File: src/rtl/seq_bitscan_alu.sv
// rtl/seq_bitscan_alu.sv - multi-cycle E-stage ALU: 1-cycle ADD/SUB/OR/AND, chunked bit-scan CMCO/CMCZ/POPC
// Optional SEQ_BITSCAN_ALU_OVF_EN adds a registered signed-overflow flag for ADD/SUB.
module seq_bitscan_alu #(
  parameter int WIDTH     = 32,
  parameter int SCAN_STEP = 4
) (
  input  logic             clk,
  input  logic             reset_n,
  input  logic             start,
  input  logic [3:0]       ALUop,
  input  logic [WIDTH-1:0] A,
  input  logic [WIDTH-1:0] B,
  input  logic             flush,
  output logic             busy,
  output logic             done,
  output logic [WIDTH-1:0] AO
`ifdef SEQ_BITSCAN_ALU_OVF_EN
  ,
  output logic             ovf
`endif
);

  localparam int K  = WIDTH / SCAN_STEP;
  localparam int CW = $clog2(WIDTH + 1);
  localparam int IW = (K > 1) ? $clog2(K) : 1;

  localparam logic [3:0] OP_ADD  = 4'd0;
  localparam logic [3:0] OP_SUB  = 4'd1;
  localparam logic [3:0] OP_OR   = 4'd2;
  localparam logic [3:0] OP_AND  = 4'd3;
  localparam logic [3:0] OP_CMCO = 4'd4;
  localparam logic [3:0] OP_CMCZ = 4'd5;
  localparam logic [3:0] OP_POPC = 4'd6;

  generate
    if ((WIDTH % SCAN_STEP) != 0 || WIDTH < 8) begin : g_param_check
      $error("seq_bitscan_alu: SCAN_STEP must divide WIDTH and WIDTH must be >= 8");
    end
  endgenerate

  typedef enum logic [1:0] {S_IDLE, S_SCAN, S_DONE} state_t;

  state_t           state_q, state_d;
  logic [IW-1:0]    idx_q, idx_d;
  logic [CW-1:0]    run_q, run_d;
  logic [CW-1:0]    best_q, best_d;
  logic [WIDTH-1:0] scan_q, scan_d;
  logic [3:0]       op_q, op_d;
  logic [WIDTH-1:0] ao_q, ao_d;

  logic [WIDTH-1:0] alu_res;
  logic             is_scan_op;
  logic [CW-1:0]    run_v, best_v;
  logic             bit_v;

  always_comb begin
    alu_res = '0;
    case (ALUop)
      OP_ADD:  alu_res = A + B;
      OP_SUB:  alu_res = A - B;
      OP_OR:   alu_res = A | B;
      OP_AND:  alu_res = A & B;
      default: alu_res = '0;
    endcase
    is_scan_op = (ALUop == OP_CMCO) || (ALUop == OP_CMCZ) || (ALUop == OP_POPC);
  end

`ifdef SEQ_BITSCAN_ALU_OVF_EN
  logic ovf_q, ovf_d, alu_ovf;
  always_comb begin
    alu_ovf = 1'b0;
    if (ALUop == OP_ADD)
      alu_ovf = (A[WIDTH-1] == B[WIDTH-1]) && (alu_res[WIDTH-1] != A[WIDTH-1]);
    else if (ALUop == OP_SUB)
      alu_ovf = (A[WIDTH-1] != B[WIDTH-1]) && (alu_res[WIDTH-1] != A[WIDTH-1]);
  end
  assign ovf = ovf_q;
`endif

  // One chunk per cycle; run_v carries in from the previous chunk so runs span chunk borders.
  always_comb begin
    run_v  = run_q;
    best_v = best_q;
    bit_v  = 1'b0;
    for (int i = 0; i < SCAN_STEP; i++) begin
      bit_v = (op_q == OP_CMCZ) ? ~scan_q[i] : scan_q[i];
      if (op_q == OP_POPC) begin
        if (bit_v) best_v = best_v + CW'(1);
      end else begin
        run_v = bit_v ? run_v + CW'(1) : '0;
        if (run_v > best_v) best_v = run_v;
      end
    end
  end

  always_comb begin
    state_d = state_q;
    idx_d   = idx_q;
    run_d   = run_q;
    best_d  = best_q;
    scan_d  = scan_q;
    op_d    = op_q;
    ao_d    = ao_q;
`ifdef SEQ_BITSCAN_ALU_OVF_EN
    ovf_d   = ovf_q;
`endif
    if (flush) begin
      state_d = S_IDLE;
    end else begin
      case (state_q)
        S_SCAN: begin
          run_d  = run_v;
          best_d = best_v;
          scan_d = scan_q >> SCAN_STEP;
          idx_d  = idx_q + IW'(1);
          if (idx_q == IW'(K - 1)) begin
            ao_d    = WIDTH'(best_v);
`ifdef SEQ_BITSCAN_ALU_OVF_EN
            ovf_d   = 1'b0;
`endif
            state_d = S_DONE;
          end
        end
        default: begin
          if (start) begin
            op_d = ALUop;
            if (is_scan_op) begin
              state_d = S_SCAN;
              idx_d   = '0;
              run_d   = '0;
              best_d  = '0;
              scan_d  = A;
            end else begin
              state_d = S_DONE;
              ao_d    = alu_res;
`ifdef SEQ_BITSCAN_ALU_OVF_EN
              ovf_d   = alu_ovf;
`endif
            end
          end else begin
            state_d = S_IDLE;
          end
        end
      endcase
    end
  end

  always_ff @(posedge clk or negedge reset_n) begin
    if (!reset_n) begin
      state_q <= S_IDLE;
      idx_q   <= '0;
      run_q   <= '0;
      best_q  <= '0;
      scan_q  <= '0;
      op_q    <= '0;
      ao_q    <= '0;
`ifdef SEQ_BITSCAN_ALU_OVF_EN
      ovf_q   <= 1'b0;
`endif
    end else begin
      state_q <= state_d;
      idx_q   <= idx_d;
      run_q   <= run_d;
      best_q  <= best_d;
      scan_q  <= scan_d;
      op_q    <= op_d;
      ao_q    <= ao_d;
`ifdef SEQ_BITSCAN_ALU_OVF_EN
      ovf_q   <= ovf_d;
`endif
    end
  end

  assign busy = (state_q == S_SCAN);
  assign done = (state_q == S_DONE);
  assign AO   = ao_q;

endmodule

File: config.mk
export PLATFORM = sky130hd
export DESIGN_NAME = seq_bitscan_alu
export DESIGN_NICKNAME = d
export VERILOG_FILES = /design/src/rtl/seq_bitscan_alu.sv
export SDC_FILE = /design/constraint.sdc
export NUM_CORES = 1
export LEC_CHECK = 0
export CAP_MARGIN = 20
export CELL_PAD_IN_SITES_DETAIL_PLACEMENT = 1
export CELL_PAD_IN_SITES_GLOBAL_PLACEMENT = 1
export CORE_MARGIN = 5
export CORE_UTILIZATION = 46
export DETAILED_ROUTE_END_ITERATION = 6
export PLACE_DENSITY_LB_ADDON = 0.2
export REMOVE_ABC_BUFFERS = 1
export SYNTH_ARGS = -nofsm -noshare
export SYNTH_HDL_FRONTEND = slang
export SYNTH_SLANG_ARGS = --single-unit
File: constraint.sdc
create_clock -name clk -period 12.43 [get_ports clk]
set_clock_uncertainty 0.2 [all_clocks]
set_input_delay 3.1075 -clock clk [delete_from_list [all_inputs] [get_ports clk]]
set_output_delay 3.1075 -clock clk [all_outputs]
set_load 0.02 [all_outputs]
==> metrics, run 1 <==
post-synthesis compound-gate area fraction 24.7%; Crit. End Element register; crit path buf inv count 3; fin crit period 9.85 ns; clock tree buffer depth 2; Synth Area in XOR/XNOR 8.76%; final hold vios 0; Worst Setup Start Kind input port; root buffer cell clkbuf_16; share of cells above drive strength 1 6.16%; power density over the cells 289 nW/um^2; CP Data Required Time 12.44 ns; DRC 0; DRT iter0 DRCs 455; Num CTS Buffers 9; crit path DAT 9.86 ns; Synth Area in Simple Gates 25.0%; Max IR drop VDD 0.000268 V; synthesis warning total 0; Port-buffer cells 105; Post-Synth Adder-Cell Area 11.3%; CTS Hold Bufs 0; ys flop type dfrtp_1; Setup TNS 0 ns; Final HPWL DP 23.9 mm; Ant. Diodes 0; leakage power 4.33 nW; Horiz. Die Dim 150 um; Register-to-Register Path Depth 35; row count 51; Max-Cap Viols 0; Hold Path Sink scan_q[28]; vias in the first global route 9861; asr flop ratio synth 100%; total design power 3.06 mW; Filler cells 2469; Global Route Usage Sum 28.3%; residual overflow from global routing 0; Yosys reg bits 85; Via-to-Cell Ratio 6.10; per-cell routed wire length 20.6 um; HP Start scan_q[28]; via count 9242; # setup viols final 0; outcome finished, final reports clean; worst hold path depth 2; period utilization 79.2%; Ports 106; die area 22600 sq um; initial antenna violation count 0; crit-path most repeated cell o21ai_0; critical path class in -> reg; end-of-flow core utilization 54.5%; post-CTS setup buffer count 0; layout net count 1376; global-route wire length before repair 51.2 mm; EDFF count, synth 0; drt pass-1 iters 5; Seq/Total Area, Yosys 23.5%; Syn Inst Count 1175; WL final 31.2 mm; CTS tree done; mux cell area share after synthesis 2.28%; crit path max fanout 22; Max Fclk 102 MHz; die height 150 um; CP max-delay cell clkdlybuf4s50_1; Slew headroom 41.4%; footprint of the multi-input gates 6540 sq um; clk sinks 85; slowest cell delay on critical path 0.50 ns; largest net degree at the start of global routing 62; post-cts resize count 0; Post-DRT Antenna Nets 0; Yosys cell types 98; Syn Area/Cell 7.69 sq um; register clock-pin slew on the reported worst setup and hold paths 0.06 ns; HP Class reg -> reg; R2R Setup Slk 2.69 ns; core area 19400 sq um; Max Slew Vio Count 0; area delta synth->final 17.0%; Reg area 2130 sq um; later-pin clock latency in the skew report 0.35 ns; worst-margin pin slew 0.879 ns; Starting Density 46.6%; CP top delay family compound AO/OA/AOI/OAI gates; H-tree Lvls 3; largest family of logic cells by synthesized area simple AND/OR/NAND/NOR gates; setup repair after global routing missed its margin false; global placement routability congestion 0.911; r2r startpoint op_q[1]; R2R Path End best_q[5]; Mapped Area 9040 sq um
registers in the layout, indices dropped and copies added, names as in the netlist:
register / cells
AO: 32
idx_q: 3
best_q: 6
run_q: 6
scan_q: 32
op_q: 4
state_q: 2
power breakdown:
group / switching [mW] / internal (mW) / leakage [nW] / total, mW
combinational: 1.43 / 0.968 / 3.10 / 2.39
clock: 0.120 / 0.152 / 0.146 / 0.272
sequential: 0.0645 / 0.330 / 1.08 / 0.395
total: 1.61 / 1.45 / 4.33 / 3.06
cells by family (layout without fill, tap and decap cells):
family | count (synthesis) | in the layout
AO/OA/AOI/OAI | 326 | 326
multiplexers | 18 | 18
AND/OR/NAND/NOR | 471 | 471
XOR/XNOR | 87 | 87
adder cells (fa/ha/maj) | 87 | 87
buffers and inverters | 101 | 176
flip-flops | 85 | 85
layer usage:
| layer | part of all wire, % | vias up | global-route usage, % |
|---|---|---|---|
| met5 | 0 | - | 0 |
| met4 | 2.2 | 0 | 8.37 |
| met3 | 3.2 | 42 | 3.49 |
| met2 | 49 | 162 | 48.8 |
| met1 | 46 | 4659 | 37.2 |
| li1 | - | 4379 | - |
through the flow:
stage / worst slack (ns) / hold WS [ns] / instance area [sq um] / cells
floorplan: 3.22 / 0.239 / 8810 / 1118
global placement: 2.64 / 0.256 / 10300 / 1498
detailed placement: 2.41 / 0.266 / 10300 / 1498
CTS: 2.67 / 0.281 / 10600 / 1514
global route: 1.97 / 0.313 / 10600 / 1515
finish: 2.58 / 0.277 / 10600 / 1515
placed cells by master, fill, tap and decap left out, types with 5 or more instances in the layout:
| cell type | instances |
|---|---|
| a211o_1 | 5 |
| a21boi_0 | 9 |
| a21o_1 | 5 |
| a21oi_1 | 36 |
| a22oi_1 | 25 |
| a31oi_1 | 41 |
| and2_1 | 12 |
| and3_1 | 13 |
| buf_4 | 11 |
| clkbuf_16 | 9 |
| clkdlybuf4s50_1 | 104 |
| dfrtp_1 | 85 |
| ha_1 | 58 |
| inv_1 | 41 |
| maj3_1 | 28 |
| mux2_2 | 5 |
| mux2i_1 | 10 |
| nand2_1 | 178 |
| nand2b_1 | 11 |
| nand3_1 | 34 |
| nand3b_1 | 6 |
| nor2_1 | 107 |
| nor2b_1 | 15 |
| nor3_1 | 30 |
| nor3_2 | 5 |
| nor4_1 | 6 |
| o211ai_1 | 9 |
| o21a_1 | 14 |
| o21ai_0 | 87 |
| o21ai_1 | 11 |
| o22ai_1 | 5 |
| o31ai_1 | 15 |
| or2_2 | 7 |
| or3_1 | 16 |
| xnor2_1 | 51 |
| xor2_1 | 32 |
area by class of cell:
| class | instances | share of cell area, % |
|---|---|---|
| Clock inverter | 3 | 0.177 |
| Inverter | 44 | 1.56 |
| Clock buffer | 13 | 2.56 |
| Tap cell | 265 | 3.13 |
| Timing Repair Buffer | 116 | 10.7 |
| Multi-Input combinational cell | 989 | 61.8 |
| Sequential cell | 85 | 20.1 |
synth_stat cells, types with 13 or more instances:
master / n / area, sq um
a21oi_1: 36 / 180
dfrtp_1: 85 / 2130
inv_1: 41 / 154
o21a_1: 14 / 105
nor2_1: 108 / 405
xor2_1: 32 / 280
clkbuf_1: 43 / 161
o31ai_1: 15 / 113
xnor2_1: 51 / 447
nor3_1: 32 / 160
o21ai_0: 87 / 435
nand3_1: 34 / 170
a31oi_1: 41 / 257
or3_1: 16 / 100
ha_1: 58 / 726
maj3_1: 28 / 280
nand2_1: 178 / 668
a22oi_1: 25 / 188
nor2b_1: 15 / 93.8
and3_1: 13 / 81.3
worst register-to-register path: cells and delay by family (launching register included):
kind | cells | cell delay (ns)
compound gates | 14 | 3.40
xor+xnor | 1 | 0.59
fa+ha+maj | 4 | 1.31
buf+inv | 2 | 0.28
flops | 1 | 0.57
mux | 3 | 0.66
simple gates | 11 | 2.58
worst max-delay path by stage:
| stage | start | end | slack (ns) | depth (start not counted) |
|---|---|---|---|---|
| after global routing | ALUop[2] | AO[29] | 1.97 | 26 |
| after global placement | ALUop[2] | AO[31] | 2.64 | 26 |
| final | ALUop[2] | AO[29] | 2.58 | 26 |
| after detailed placement | ALUop[2] | AO[31] | 2.41 | 26 |
| after CTS | ALUop[2] | AO[29] | 2.67 | 26 |
| after floorplan | ALUop[2] | AO[31] | 3.22 | 24 |
No activity file was read; power rests on OpenSTA's default activity.
==> run 2: changes to the inputs <==
--- a/config.mk
+++ b/config.mk
@@ -9,7 +9,7 @@
 export CELL_PAD_IN_SITES_DETAIL_PLACEMENT = 1
 export CELL_PAD_IN_SITES_GLOBAL_PLACEMENT = 1
 export CORE_MARGIN = 5
-export CORE_UTILIZATION = 46
+export CORE_UTILIZATION = 39
 export DETAILED_ROUTE_END_ITERATION = 6
 export PLACE_DENSITY_LB_ADDON = 0.2
 export REMOVE_ABC_BUFFERS = 1
==> constraint.sdc (replaced) <==
create_clock -name clk -period 8.55 [get_ports clk]
set_clock_uncertainty 0.2 [all_clocks]
set_input_delay 2.1375 -clock clk [delete_from_list [all_inputs] [get_ports clk]]
set_output_delay 2.1375 -clock clk [all_outputs]
set_load 0.02 [all_outputs]
==> run 2 against run 1 <==
  * Global-route usage shrank 4.7 points
  * Count of clock-buffer cells in the layout shrank 1
  * Flip-flop and latch count is the same
  * Routed wire length grew 0.84%
  * First-iteration DRC count shrank 3.5%
  * Setup slack lost 2.1 ns
  * Die area grew 17%
  * Non-clock buffer count grew 31
  * Critical path type is now reg -> reg
  * Critical endpoint is now best_q[5]
  * Largest power group unchanged
  * Final cell count grew 3.4%
  * Hold slack is essentially flat
  * Sequential share of layout area shrank 0.56 points
  * Design area grew 3.1%
==> metrics, run 2 (synthesis gave the netlist of run 1 again) <==
Horiz. Die Dim 162 um; crit path max fanout 8; Post-DRT Antenna Nets 0; CTS tree done; CTS Hold Bufs 0; period utilization 93.9%; register clock-pin slew on the reported worst setup and hold paths 0.07 ns; Ports 106; clk sinks 85; global placement routability congestion 0.881; share of cells above drive strength 1 9.45%; via count 9133; commonest non-fill, non-tap cell in the layout nand2_1; crit path DAT 8.09 ns; global-route wire length before repair 50.3 mm; outcome finished, final reports clean; HP Class reg -> reg; power density over the cells 451 nW/um^2; residual overflow from global routing 0; Num CTS Buffers 9; Port-buffer cells 105; most frequent cells in the layout nand2_1, nor2_1, clkdlybuf4s50_1; Max IR drop VDD 0.000416 V; Slew headroom 35.7%; # setup viols final 0; Starting Density 39.8%; die height 162 um; core area 22700 sq um; drt pass-1 iters 4; largest net degree at the start of global routing 57; WHS 0.277 ns; area delta synth->final 20.7%; critical path class reg -> reg; WL final 31.5 mm; root buffer cell clkbuf_16; DRT iter0 DRCs 439; Global Route Usage Sum 23.6%; DRC 0; Crit. End Element register; vias in the first global route 9436; Ant. Diodes 0; Max Fclk 125 MHz; Via-to-Cell Ratio 5.83; worst-margin pin slew 0.964 ns; clock tree buffer depth 2; fin crit period 8.03 ns; CP Data Required Time 8.62 ns; CP max-delay cell dfrtp_1; later-pin clock latency in the skew report 0.36 ns; Max Slew Vio Count 0; row count 55; layout net count 1407; Setup TNS 0 ns; H-tree Lvls 3; Worst Setup Start Kind register; initial antenna violation count 3; slowest cell delay on critical path 0.43 ns; Max-Cap Viols 0; leakage power 4.47 nW; crit-path most repeated cell ha_1; setup repair after global routing missed its margin false; Final HPWL DP 24.3 mm; per-cell routed wire length 20.1 um; final hold vios 0; die area 26300 sq um
==> run 2: cell count changes in the layout (fill, tap and decap cells not counted), sizes merged <==
cell | previous run | this run
bufinv | 0 | 1
buf | 12 | 43
clkinv | 5 | 4
clkinvlp | 0 | 1
clkbuf | 13 | 12
==> run 2: final cells by class <==
class                           count  area [sq um]
Fill cell                        2802         11800
Multi-Input combinational cell    989          6600
Sequential cell                    85          2130
Timing Repair Buffer              147          1360
Tap cell                          285           357
Clock buffer                       12           246
Inverter                           44           165
Clock inverter                      4          47.5
==> run 2: layer usage <==
| metal | GRT usage [%] | routed length [um] | vias to the layer above |
|---|---|---|---|
| met3 | 5.07 | 1450 | 33 |
| met2 | 38.6 | 14500 | 162 |
| met4 | 4.04 | 341 | 6 |
| met1 | 32.5 | 15100 | 4488 |
| li1 | - | - | 4444 |
| met5 | 0 | 37 | - |
==> run 2: worst max-delay path: cells and delay by family, from the launching register on <==
kind	cells	cell delay, ns
AOI/OAI and AO/OA	14	2.87
xor gates and xnor gates	1	0.19
adders and majority gates	4	1.18
buffers and inverters	3	0.38
DFF	1	0.43
muxes	4	0.89
and+or+nand+nor	9	1.82
==> run 2: final timing paths <==
| kind | from | endpoint | slack [ns] | cells past startpoint |
|---|---|---|---|---|
| hold reg to reg | scan_q[28] | scan_q[28] | 0.28 | 2 |
| max in group asynchronous | reset_n | run_q[0] | 5.47 | 2 |
| hold / removal | scan_q[28] | scan_q[28] | 0.28 | 2 |
| setup reg to reg | op_q[3] | best_q[5] | 0.52 | 35 |
| setup / recovery | op_q[3] | best_q[5] | 0.52 | 35 |
| min in group asynchronous | reset_n | AO[19] | 1.50 | 1 |
==> run 2: power by group <==
group	leakage [nW]	total (mW)	switching [mW]	internal, mW
Clock	0.143	0.414	0.179	0.234
Sequential	1.08	0.561	0.0800	0.481
Combinational	3.25	3.95	2.18	1.77
Total	4.47	4.92	2.43	2.49
==> run 2: through the flow <==
stage | util, % | worst slack (ns) | area [sq um] | std cells | total power, mW
global placement | 46.4 | 0.389 | 10500 | 1547 | 4.24
detailed placement | 46.4 | 0.0580 | 10500 | 1547 | 4.33
CTS | 47.6 | 0.0514 | 10800 | 1563 | 4.77
global route | 48.0 | 0.00976 | 10900 | 1566 | 5.29
floorplan | - | 0.308 | 8810 | 1118 | 3.19
finish | 48.0 | 0.522 | 10900 | 1566 | 4.92
==> run 2: timing repair <==
item                                    CTS  global route
endpoints found under the setup margin    0            13
gates resized for setup                   0            18
buffers inserted                          0             2
